==> src/rtl/pipe_stage_multi.sv <==
// Multi-lane pipeline register with a 2-entry skid buffer, global stall and per-lane flush; 1-cycle latency, in_ready = ~skid_full & ~stall.
// Define PIPE_STAGE_CLR_DATA_EN to force the data of every non-valid lane to zero.
module pipe_stage_multi #(
  parameter int STAGE_WIDTH = 32,
  parameter int LANES       = 2
) (
  input  logic                           clk,
  input  logic                           rst_n,
  input  logic                           stall,
  input  logic                           flush,
  input  logic [LANES-1:0]               flush_mask,
  input  logic [LANES-1:0]               in_valid,
  input  logic [LANES*STAGE_WIDTH-1:0]   in_data,
  output logic                           in_ready,
  output logic [LANES-1:0]               out_valid,
  output logic [LANES*STAGE_WIDTH-1:0]   out_data,
  input  logic                           out_ready,
  output logic [1:0]                     occupancy
);

  localparam int DW = LANES * STAGE_WIDTH;

  logic [LANES-1:0] main_vld_q, main_vld_d;
  logic [LANES-1:0] skid_vld_q, skid_vld_d;
  logic [DW-1:0]    main_dat_q, main_dat_d;
  logic [DW-1:0]    skid_dat_q, skid_dat_d;
  logic [1:0]       occ_q, occ_d;
  logic             main_present, skid_present, push, pop;

  always_comb begin
    main_present = |main_vld_q;
    skid_present = |skid_vld_q;
    in_ready     = ~skid_present & ~stall;
    push         = (|in_valid) & in_ready;
    pop          = main_present & out_ready & ~stall;

    main_vld_d = main_vld_q;
    main_dat_d = main_dat_q;
    skid_vld_d = skid_vld_q;
    skid_dat_d = skid_dat_q;

    if (!stall) begin
      if (pop) begin
        if (skid_present) begin
          main_vld_d = skid_vld_q;
          main_dat_d = skid_dat_q;
          skid_vld_d = '0;
        end else if (push) begin
          main_vld_d = in_valid;
          main_dat_d = in_data;
        end else begin
          main_vld_d = '0;
        end
      end else if (push) begin
        if (main_present) begin
          skid_vld_d = in_valid;
          skid_dat_d = in_data;
        end else begin
          main_vld_d = in_valid;
          main_dat_d = in_data;
        end
      end

      // Flush acts on the post-movement state so an accepted entry is killed too.
      if (flush) begin
        main_vld_d = main_vld_d & ~flush_mask;
        skid_vld_d = skid_vld_d & ~flush_mask;
        if (!(|main_vld_d) && (|skid_vld_d)) begin
          main_vld_d = skid_vld_d;
          main_dat_d = skid_dat_d;
          skid_vld_d = '0;
        end
      end
    end

`ifdef PIPE_STAGE_CLR_DATA_EN
    for (int i = 0; i < LANES; i++) begin
      if (!main_vld_d[i]) main_dat_d[i*STAGE_WIDTH +: STAGE_WIDTH] = '0;
      if (!skid_vld_d[i]) skid_dat_d[i*STAGE_WIDTH +: STAGE_WIDTH] = '0;
    end
`endif

    occ_d = {1'b0, |main_vld_d} + {1'b0, |skid_vld_d};
  end

  always_ff @(posedge clk) begin
    if (!rst_n) begin
      main_vld_q <= '0;
      main_dat_q <= '0;
      skid_vld_q <= '0;
      skid_dat_q <= '0;
      occ_q      <= '0;
    end else begin
      main_vld_q <= main_vld_d;
      main_dat_q <= main_dat_d;
      skid_vld_q <= skid_vld_d;
      skid_dat_q <= skid_dat_d;
      occ_q      <= occ_d;
    end
  end

  assign out_valid = main_vld_q;
  assign out_data  = main_dat_q;
  assign occupancy = occ_q;

endmodule

==> config.mk <==
export PLATFORM = sky130hd
export DESIGN_NAME = pipe_stage_multi
export DESIGN_NICKNAME = d
export VERILOG_FILES = /design/src/rtl/pipe_stage_multi.sv
export SDC_FILE = /design/constraint.sdc
export NUM_CORES = 1
export LEC_CHECK = 0
export CAP_MARGIN = 20
export CORE_MARGIN = 2
export CORE_UTILIZATION = 45
export CTS_BUF_LIST = sky130_fd_sc_hd__clkbuf_4 sky130_fd_sc_hd__clkbuf_8
export CTS_CLUSTER_DIAMETER = 200
export DETAILED_ROUTE_END_ITERATION = 16
export GPL_TIMING_DRIVEN = 0
export PLACE_DENSITY = 0.69
export SLEW_MARGIN = 20
export SYNTH_ARGS = -nofsm -noshare
export SYNTH_HDL_FRONTEND = slang
export SYNTH_SLANG_ARGS = --single-unit
==> constraint.sdc <==
create_clock -name clk -period 2.7 [get_ports clk]
set_input_delay 0.54 -clock clk [delete_from_list [all_inputs] [get_ports clk]]
set_output_delay 0.54 -clock clk [all_outputs]
set_load 0.02 [all_outputs]
# Word level (Yosys, flattened, before mapping)
# Index checks and enable logic that the tools add are counted.
[classes]
reduce_logical = 9
n_mux = 27
add_sub_neg = 1
n_bitwise = 9
[ops]
columns = ["operator", "n"]
rows = [
  ["two-way mux 64 bit", 10],
  ["two-way mux 2 bit", 17],
  ["OR reduction 2 bit", 7],
  ["bitwise AND 1 bit", 4],
  ["bitwise AND 2 bit", 2],
  ["adder 1 x 1 -> 2 bit", 1],
  ["NOT 1 bit", 2],
  ["NOT 2 bit", 1],
  ["logical AND 1 bit", 1],
  ["zero test 1 bit", 1],
]
[word_totals]
out_inout_bits = 69
register_bits = 134

# Longest topological paths before layout
# Gate-level depths: netlist (run 1).
[depth]
depth_word = 17
ltp_mapped = 9
mapped_depth_nobuf = 8

# Worst setup path before layout (run 1)
# No wires, ideal clock.
[synth_timing]
path_kind = "input -> register"
startpoint = "in stall"
endpoint = "reg occ_q[0], in the netlist occupancy[0]"
slack_ns = 0.408
path_buffers = 1
arrival_time_ns = 2.177
stages = 8
cell_sequence = "buf_6 -> nor3_4 -> nand4b_1 -> o31a_1 -> a311o_1 -> o22ai_1 -> ha_1 -> and2_1"
[synth_via]
elab_chain_len = 16
word_cells_on_any_way = 27
classes_between = "1 x add/sub; 14 x mux; 6 x bitwise; 6 x reduce/logical"
[synth_rtl]
columns = ["item", "line_no", "rtl"]
rows = [
  ["start, declared", "9", "input logic stall,"],
  ["NOT 1 bit (*)", "33", "in_ready = ~skid_present & ~stall;"],
  ["bitwise AND 1 bit (*)", "33", ""],
  ["net in_ready", "14", "output logic in_ready,"],
  ["bitwise AND 1 bit (*)", "34", "push = (|in_valid) & in_ready;"],
  ["two-way mux 2 bit", "48", "end else if (push) begin"],
  ["two-way mux 2 bit", "44", "if (skid_present) begin"],
  ["two-way mux 2 bit", "43", "if (pop) begin"],
  ["two-way mux 2 bit", "42", "if (!stall) begin"],
  ["[... 2 more ...]", "n/a", ""],
  ["zero test 1 bit", "68", "if (!(|main_vld_d) && (|skid_vld_d)) begin"],
  ["logical AND 1 bit", "68", ""],
  ["two-way mux 2 bit", "68", ""],
  ["two-way mux 2 bit", "65", "if (flush) begin"],
  ["two-way mux 2 bit", "42", ""],
  ["OR reduction 2 bit", "83", "occ_d = {1'b0, |main_vld_d} + {1'b0, |skid_vld_d};"],
  ["adder 1 x 1 -> 2 bit (*)", "83", ""],
  ["net occ_d[0]", "27", "logic [1:0] occ_q, occ_d;"],
  ["end signal, assigned", "92", "occ_q <= '0;"],
  ["end signal, assigned", "98", "occ_q <= occ_d;"],
  ["end, declared", "27", ""],
]
# The timed path passes the listed nets; every way through them passes the cells marked *. The select of a mux whose other input is x is not followed.
# A chain may end at the register's enable or synchronous reset.

# Worst setup path after layout (run 1)
[layout_timing]
startpoint = "in stall"
endpoint = "reg occ_q[0], in the netlist occupancy[0]"
[layout_via]
elab_chain_len = 16
word_cells_on_any_way = 27
classes_between = "1 x add/sub; 14 x mux; 6 x bitwise; 6 x reduce/logical"
[layout_rtl]
columns = ["item", "line_no", "rtl"]
rows = [
  ["NOT 1 bit", "33, 35", ""],
  ["bitwise AND 1 bit", "33", ""],
  ["bitwise AND 1 bit", "34", ""],
  ["two-way mux 2 bit", "48", ""],
  ["two-way mux 2 bit", "44", ""],
  ["two-way mux 2 bit", "43", ""],
  ["two-way mux 2 bit", "42", ""],
  ["bitwise AND 2 bit", "66", "main_vld_d = main_vld_d & ~flush_mask;"],
  ["OR reduction 2 bit", "68", ""],
  ["zero test 1 bit", "68", ""],
  ["logical AND 1 bit", "68", ""],
  ["two-way mux 2 bit", "68", ""],
  ["two-way mux 2 bit", "65", ""],
  ["two-way mux 2 bit", "42", ""],
  ["OR reduction 2 bit", "83", ""],
  ["adder 1 x 1 -> 2 bit (*)", "83", ""],
  ["net occ_d[0]", "27", ""],
]
# Marks and branches as above.

==> results of run 1 <==
-- path summary, 6_finish.rpt --
kind	start	endpoint	slack, ns	cells past startpoint
setup / recovery	stall	occupancy[0]	0.15	9
hold / removal	skid_dat_q[11]	skid_dat_q[11]	0.52	2
setup reg to reg	skid_vld_q[1]	occupancy[0]	0.23	7
hold reg to reg	skid_dat_q[11]	skid_dat_q[11]	0.52	2
-- where the power goes --
group / internal (mW) / switching (mW)
sequential: 2.09 / 0.0984
clock: 1.17 / 0.801
combinational: 0.595 / 0.671
total: 3.85 / 1.57
-- worst reg2reg max path, cell delays in order (launching register included) --
cell and delay [ns]:
sky130_fd_sc_hd__dfxtp_1 0.41, sky130_fd_sc_hd__nor2_2 0.23, sky130_fd_sc_hd__buf_2 0.33, sky130_fd_sc_hd__clkbuf_1 0.39, sky130_fd_sc_hd__clkbuf_2 0.36, sky130_fd_sc_hd__o22ai_1 0.14
sky130_fd_sc_hd__ha_1 0.33, sky130_fd_sc_hd__and2_1 0.17
-- layout by cell type (no fill, tap or decap), types with 13 or more instances in the layout --
cell / netlist / routed
sky130_fd_sc_hd__a21oi_1: 117 / 117
sky130_fd_sc_hd__a221oi_2: 44 / 44
sky130_fd_sc_hd__buf_4: 13 / 13
sky130_fd_sc_hd__buf_6: 17 / 17
sky130_fd_sc_hd__clkbuf_1: 47 / 45
sky130_fd_sc_hd__clkbuf_8: 0 / 19
sky130_fd_sc_hd__clkdlybuf4s50_1: 0 / 140
sky130_fd_sc_hd__dfxtp_1: 134 / 134
sky130_fd_sc_hd__mux2_1: 47 / 47
sky130_fd_sc_hd__mux2i_1: 146 / 146
sky130_fd_sc_hd__nand2_1: 21 / 21
sky130_fd_sc_hd__nor2_1: 89 / 88
sky130_fd_sc_hd__o211ai_1: 32 / 32
sky130_fd_sc_hd__o21ai_0: 113 / 113
-- cell families after synthesis --
family | share of synthesized area [%]
buffers and inverters | 6.19
and+or+nand+nor | 7.55
AOI/OAI and AO/OA | 27.8
adders and majority gates | 0.156
muxes | 24.8
DFF | 33.5
-- cell type report --
cell class | instances | area, sq um
Fill cell | 1593 | 7180
Multi-Input combinational cell | 650 | 4840
Sequential cell | 134 | 2680
Timing Repair Buffer | 141 | 1410
Buffer | 81 | 488
Clock buffer | 22 | 284
Tap cell | 225 | 282
Clock inverter | 10 | 175
Inverter | 3 | 11.3
-- metrics by stage --
stage / hold WS [ns] / area, sq um / instances / total power, mW / util (%)
6_report: 0.518 / 10200 / 1266 / 5.42 / 58.6
5_1_grt: 0.543 / 10200 / 1266 / 5.63 / 58.6
4_1_cts: 0.517 / 10200 / 1266 / 5.44 / 58.6
3_5_place_dp: 0.499 / 9710 / 1234 / 3.49 / 56.0
3_3_place_gp: 0.491 / 9710 / 1234 / 3.47 / 56.0
2_1_floorplan: 0.474 / 8020 / 868 / 3.00 / -
-- sequential cells by signal, indices dropped and copies added, names as in the netlist --
signal	flops
out_data	64
out_valid	2
occupancy	2
skid_vld_q	2
skid_dat_q	64
-- synth_stat cells (2+ instances only) --
cell type | number | area [sq um]
sky130_fd_sc_hd__buf_2 | 4 | 20.0
sky130_fd_sc_hd__a221oi_2 | 44 | 661
sky130_fd_sc_hd__nand2b_1 | 3 | 18.8
sky130_fd_sc_hd__nor2_1 | 89 | 334
sky130_fd_sc_hd__mux2i_1 | 146 | 1460
sky130_fd_sc_hd__buf_4 | 13 | 97.6
sky130_fd_sc_hd__and2_1 | 4 | 25.0
sky130_fd_sc_hd__dfxtp_1 | 134 | 2680
sky130_fd_sc_hd__a21oi_1 | 117 | 586
sky130_fd_sc_hd__a221oi_1 | 5 | 43.8
sky130_fd_sc_hd__nand2_1 | 21 | 78.8
sky130_fd_sc_hd__clkbuf_1 | 47 | 176
sky130_fd_sc_hd__a211o_1 | 2 | 17.5
sky130_fd_sc_hd__o211ai_1 | 32 | 240
sky130_fd_sc_hd__o21ai_0 | 113 | 566
sky130_fd_sc_hd__mux2_1 | 47 | 529
sky130_fd_sc_hd__buf_6 | 17 | 191
sky130_fd_sc_hd__nor3b_1 | 2 | 15.0
sky130_fd_sc_hd__a31oi_2 | 2 | 25.0
-- per-layer routing --
metal	routed length, um	up-vias
met1	11200	3607
li1	-	3582
met5	0	-
met4	264	0
met2	11100	246
met3	1440	24
-- what timing repair did --
action,in CTS,in global routing
resized for setup,1,5
setup buffers,0,0
endpoints found under the setup margin,1,13
hold endpoints to repair,0,0
hold buffers,0,0
pin swaps,0,0
==> summary.md, run 1 <==
The number of antenna diodes in the final layout is 0. The overall track demand over capacity in global routing was 25.5%. Setup repair after global routing left no endpoint under its margin. The HPWL after detailed placement is 16000 um. On the final layout, the worst clock skew is 0.00830 ns. Synthesis produced a netlist with a net count of 942. The first-iteration detailed-routing DRC count was 503; the area of the die was 0.0189 sq mm. The run gives 7099 as the number of global-route vias before repair. Global routing used 5.00% of the available met3 tracks.

The logs give 3.05 ns for the data required time at the worst endpoint and 1102 for the number of nets at the end of the flow. After detailed routing, the average wire length per cell comes to 18.9 um. The routed design has 24000 um of wire.

Counting the buffers created by CTS gives 17. The horizontal die dimension was 137 um; the highest attainable clock frequency was 392 MHz. After technology mapping, the gate count stands at 868.

Layer with the highest usage after global routing: met2. In this run the mean area of a mapped cell was 9.24 sq um. Detailed routing inserted a total of 7459 vias.

The tools report the startpoint kind of the worst setup timing path as an input pin. For the pin with the worst max-slew slack, the measured transition is 0.602 ns. The count of buffers added on input and output ports is 141. Walking the worst path, the cells encountered are clkdlybuf4s50_1 -> buf_6 -> nor3_4 -> nand4b_1 -> o31a_1 -> a311o_1 -> o22ai_1 -> ha_1 -> and2_1.

The effective utilization at floorplan was 46.2%. The number of clock sinks was 134; the post-layout minimum cycle time was 2.55 ns. For the worst-skew pair, the clock arrives at the later sink with an insertion delay of 0.46 ns.

The flow ran to the end, and the final reports show no timing, DRC or antenna violations. In this run the core area contains 48 standard-cell rows. For this design the static power due to leakage is 3.58 nW. STA puts the critical path data arrival time at 2.90 ns. In this run the tightest slew margin relative to its limit is 59.9%.

After synthesis, flip-flops and latches occupy 33.5% of the total area. The number of buffer and inverter instances along the worst setup path works out to 2. Dividing the detail-routed via count by the number of cells gives 5.89. The kind of cell with the highest combined delay along the critical path is compound AO/OA/AOI/OAI gates.

For the placeable core region, the log shows 0.0174 sq mm. The total of warnings raised by yosys was 0; the total negative slack for setup checks was 0 ns. The clock passes through at most 2 buffers. The setup slack after layout came out at 0.150 ns. The critical-path cell with the highest stage delay was sky130_fd_sc_hd__clkdlybuf4s50_1. TritonCTS built the clock tree. The logs give 0 for the overall overflow remaining after global route and -0.375 ns for the minimum setup slack after placement.

In the global route stage, met1 resource usage came out at 35.4%. The tools report the maximum number of pins on one net before global-route repair as 17. After synthesis, the share of flip-flops with an asynchronous set or reset is 0%.

Sort of element at the end of the critical path: a flip-flop. The tools report the number of slew-limit violations in the final report as 0. The congestion estimate from routability-driven global placement came to 0.856. The power density over cell area was 533 mW/mm^2.

The die height was 137 um. The H-tree depth was 4. The category of the most critical setup path was input pin to flip-flop.

The run gives 0 as the final-report setup violation count. The number of nets with antenna violations after detailed routing was 0; the highest net fanout along the worst path was 10. For this run, design rule violations remaining after detail routing come to 0. In the finished design, the share of the clock period the worst path needs comes to 94.4%.

The logs give 0.347 mV for the worst IR drop on VDD and 37600 um for the global-route wire length before repair. The number of unique standard cell types used by synthesis was 45. The tools report the cell chosen for the clock root as sky130_fd_sc_hd__clkbuf_8. Main flop type after synthesis: sky130_fd_sc_hd__dfxtp_1.

The worst hold path belongs to the class flip-flop to flip-flop. The number of flops mapped to enable cells by yosys was 0; the initial antenna violation count was 0. The first detailed-routing pass ran for 5 iterations. Compared with the post-synthesis result, the final layout area differs by 26.9%. The count of pins on the block boundary is 142.

The fraction of final layout cells with drive strength greater than 1 is 12.2%. Counting flops and latches in the post-synthesis netlist gives 134. For the final count of hold timing violations, the log shows 0.

Global routing used 40.4% of the available met2 tracks. Clock-pin slew was measured on the worst setup and hold paths at 0.07 ns. The synthesized netlist occupies a cell area of 0.00802 sq mm.

Max-cap violations in this run came to 0. On the worst path, the slowest cell contributes a delay of 0.51 ns.
No activity file was read; power rests on OpenSTA's default activity.
==> run 2: changes to the inputs <==
Settings changed: PLACE_DENSITY 0.69 to 0.7.
==> summary.md, run 2 (same netlist as run 1, synthesis figures left out) <==
The die height was 137 um (unchanged); the number of clock sinks was 134 (unchanged). The number of vias per cell after detailed routing works out to 5.91 (+0.25%). For the static leakage power, the log shows 3.54 nW (-1.1%). Overall overflow remaining after global route: 0 (unchanged). The maximum buffer depth of the clock tree is 2 (unchanged), and the highest attainable clock frequency is 396 MHz (+1.1%). The path length in cells of the critical path came out at 10 (+1). TritonCTS built the clock tree. The worst IR drop on VDD was 0.342 mV (-1.6%). The most frequent cell on the critical path is sky130_fd_sc_hd__and2_1.

The area of the die came out at 0.0189 sq mm (unchanged). Walking the worst path, the cells encountered are clkdlybuf4s50_1 -> and2b_4 -> and2_1 -> buf_2 -> a221oi_1 -> a211o_1 -> o21ai_1 -> nand2_1 -> ha_1 -> and2_1. The logs give 0.0101 sq mm (-0.76%) for the post-route cell area and 0.00268 sq mm (unchanged) for the storage element area.

The logs give 17 (unchanged) for the maximum number of pins on one net before global-route repair and 0 (unchanged) for the number of slew-limit violations in the final report. For the final-report setup violation count, the log shows 0 (unchanged). The post-layout minimum cycle time is 2.52 ns (-0.0266 ns), and the total area of multi-input combinational cells is 0.00484 sq mm (unchanged). The tools report the end of the worst hold path as skid_dat_q[63]. For this design, the slowest cell found on the critical path is sky130_fd_sc_hd__clkdlybuf4s50_1. The power density over cell area came out at 505 mW/mm^2 (-5.4%). The number of antenna cells inserted is 0 (unchanged). The tools report the count of hold-fix buffers inserted at cts as 0 (unchanged). Worst-skew pair later-pin latency: 0.46 ns (about the same). The number of placed instances with taps included is 1234 (unchanged), and the number of buffer and inverter instances along the worst setup path is 2 (unchanged). The highest net fanout along the worst path came out at 10 (unchanged). The sum of routed wire length over all layers came out at 23700 um (-1.0%). The path class of the tightest hold or removal check is flip-flop to flip-flop. Cell area after placement: 0.00971 sq mm (unchanged). The cell chosen for the clock root was sky130_fd_sc_hd__clkbuf_8. For the number of nets at the end of the flow, the log shows 1102 (unchanged).

Final count of hold timing violations: 0 (unchanged). The clock-pin slew on the worst setup and hold paths was 0.08 ns (about the same). The flow ran to the end, and the final reports show no timing, DRC or antenna violations.

The floorplan row count is 48 (unchanged). The final setup skew came out at 0.00974 ns (+0.00143 ns). Startpoint of the worst register-to-register path: skid_vld_q[1]. In the layout the commonest cells are sky130_fd_sc_hd__mux2i_1, sky130_fd_sc_hd__clkdlybuf4s50_1, sky130_fd_sc_hd__dfxtp_1, sky130_fd_sc_hd__a21oi_1, sky130_fd_sc_hd__o21ai_0. The logs give 2.88 ns (-0.02 ns) for the critical path data arrival time and 0.827 (-3.5%) for the weighted congestion at the end of routability-driven global placement.

The horizontal die dimension is 137 um (unchanged). The port buffer count was 141 (unchanged). Capture point of the worst reg-to-reg path: occupancy[0]. The tools report the count of fill cells added during filler insertion as 1565 (-1.8%). The detailed-route wire length per cell was 18.8 um (-1.0%); the first-iteration detailed-routing DRC count was 516 (+2.6%). The logs give 0 (unchanged) for the number of setup buffers added after CTS and 0.176 ns (+0.0266 ns) for the setup slack after layout.

Critical hold path startpoint: skid_dat_q[63]. The run gives 5 (unchanged) as the detailed-routing iteration count for the pre-antenna-repair pass. The length in cells of the worst reg-to-reg path is 7 (unchanged). The global-route wire length before repair came out at 36900 um (-1.8%). Category of the most critical setup path: input pin to flip-flop.

Grouping stages by cell kind, the critical path spends the most delay in simple AND/OR/NAND/NOR gates. Normalized max-slew margin: 56.8% (-3.1 points). The run gives 25.2% (-0.33 points) as the overall track demand over capacity in global routing. The logs give 46.2% (unchanged) for the effective utilization at floorplan and 0 (unchanged) for the post-detailed-route DRC marker count. The worst hold margin was 0.514 ns (-0.00380 ns). The data required time at the worst endpoint came out at 3.06 ns (about the same). The number of maximum-capacitance constraint violations was 0 (unchanged); the post-synthesis to final-layout area growth was 25.9%.

The count of pins on the block boundary is 142 (unchanged). The logs give 0.0174 sq mm (unchanged) for the placeable core region and -0.390 ns (-0.0147 ns) for the minimum setup slack after placement. Pin slew with the least headroom to its limit: 0.648 ns (+0.0463 ns). The count of non-filler cells in the finished layout came out at 1266 (unchanged). The tools report the post-layout utilization of the core as 58.2% (-0.45 points). The most common cell after layout, fill and taps aside was sky130_fd_sc_hd__mux2i_1. The run gives 0.25 ns (+0.02 ns) as the reg2reg setup slack. The worst setup path is captured at a flip-flop.

The hold-critical path depth was 2 (unchanged); the final critical-path share of the clock period was 93.5% (-0.98 points). Number of nets with antenna violations after detailed routing: 0 (unchanged). The run gives 6910 (-2.7%) as the number of global-route vias before repair. Setup repair after global routing left no endpoint under its margin. The maximum single-stage delay on the critical path works out to 0.49 ns (-0.02 ns).

The total via count in the routed design is 7478 (+0.25%), and the fraction of final layout cells with drive strength greater than 1 is 12.1% (-0.096 points). The half-perimeter wire length after placement came out at 15900 um (-0.64%). For the number of instances resized during post-cts repair, the log shows 0 (-1). The number of buffers created by CTS is 17 (unchanged), and the initial antenna violation count is 1 (+1). The tools report the startpoint kind of the worst setup timing path as an input pin.

For the H-tree depth, the log shows 4 (unchanged).
run 2: cell types whose count changed in the layout (fill, tap and decap cells not counted):
cell | previous run | this run
sky130_fd_sc_hd__bufinv_16 | 5 | 1
sky130_fd_sc_hd__clkbuf_2 | 2 | 1
sky130_fd_sc_hd__clkbuf_4 | 3 | 2
sky130_fd_sc_hd__clkinv_2 | 5 | 6
sky130_fd_sc_hd__clkinvlp_4 | 0 | 2
sky130_fd_sc_hd__clkbuf_8 | 19 | 21
sky130_fd_sc_hd__dlygate4sd2_1 | 1 | 0
sky130_fd_sc_hd__clkbuf_1 | 45 | 46
sky130_fd_sc_hd__dlymetal6s2s_1 | 0 | 1
run 2: layout make-up:
type / count / area share [%]
clock inverters: 9 / 0.743
clock buffers: 23 / 3.01
flip-flops and latches: 134 / 26.6
well taps: 225 / 2.79
inverters: 3 / 0.112
multi-input cells: 650 / 48.0
plain buffers: 81 / 4.82
repair buffers: 141 / 14.0
run 2: how the worst max path moves through the flow:
stage	startpoint	end	slack [ns]
CTS	stall	in_ready	0.002
finish	stall	occupancy[0]	0.18
global route	stall	out_data[36]	0.02
detailed placement	rst_n	out_data[10]	-0.39
floorplan	stall	occupancy[0]	0.41
global placement	rst_n	out_data[10]	-0.32
run 2: tightest hold or removal path, stage by stage, from the launching register on:
cell and delay (ns):
sky130_fd_sc_hd__dfxtp_1 0.33, sky130_fd_sc_hd__mux2i_1 0.08, sky130_fd_sc_hd__nor2_1 0.08
run 2: power breakdown:
part	switching, mW	leakage, nW	internal, mW
combinational	0.668	2.25	0.595
sequential	0.0969	1.09	2.09
clock	0.812	0.198	0.836
total	1.58	3.54	3.52
run 2: layer usage:
| layer | vias up | wire, um | GRT usage (%) |
|---|---|---|---|
| met2 | 236 | 11000 | 39.9 |
| met1 | 3633 | 10900 | 34.2 |
| met5 | - | 10 | 0 |
| met4 | 2 | 360 | 8.08 |
| met3 | 32 | 1450 | 5.33 |
| li1 | 3575 | - | - |
run 2: through the flow:
step / total power [mW] / setup TNS [ns]
final: 5.09 / 0
after global routing: 5.31 / 0
after CTS: 5.11 / 0
after detailed placement: 3.48 / -15.35
after global placement: 3.47 / -13.54
after floorplan: 3.00 / 0
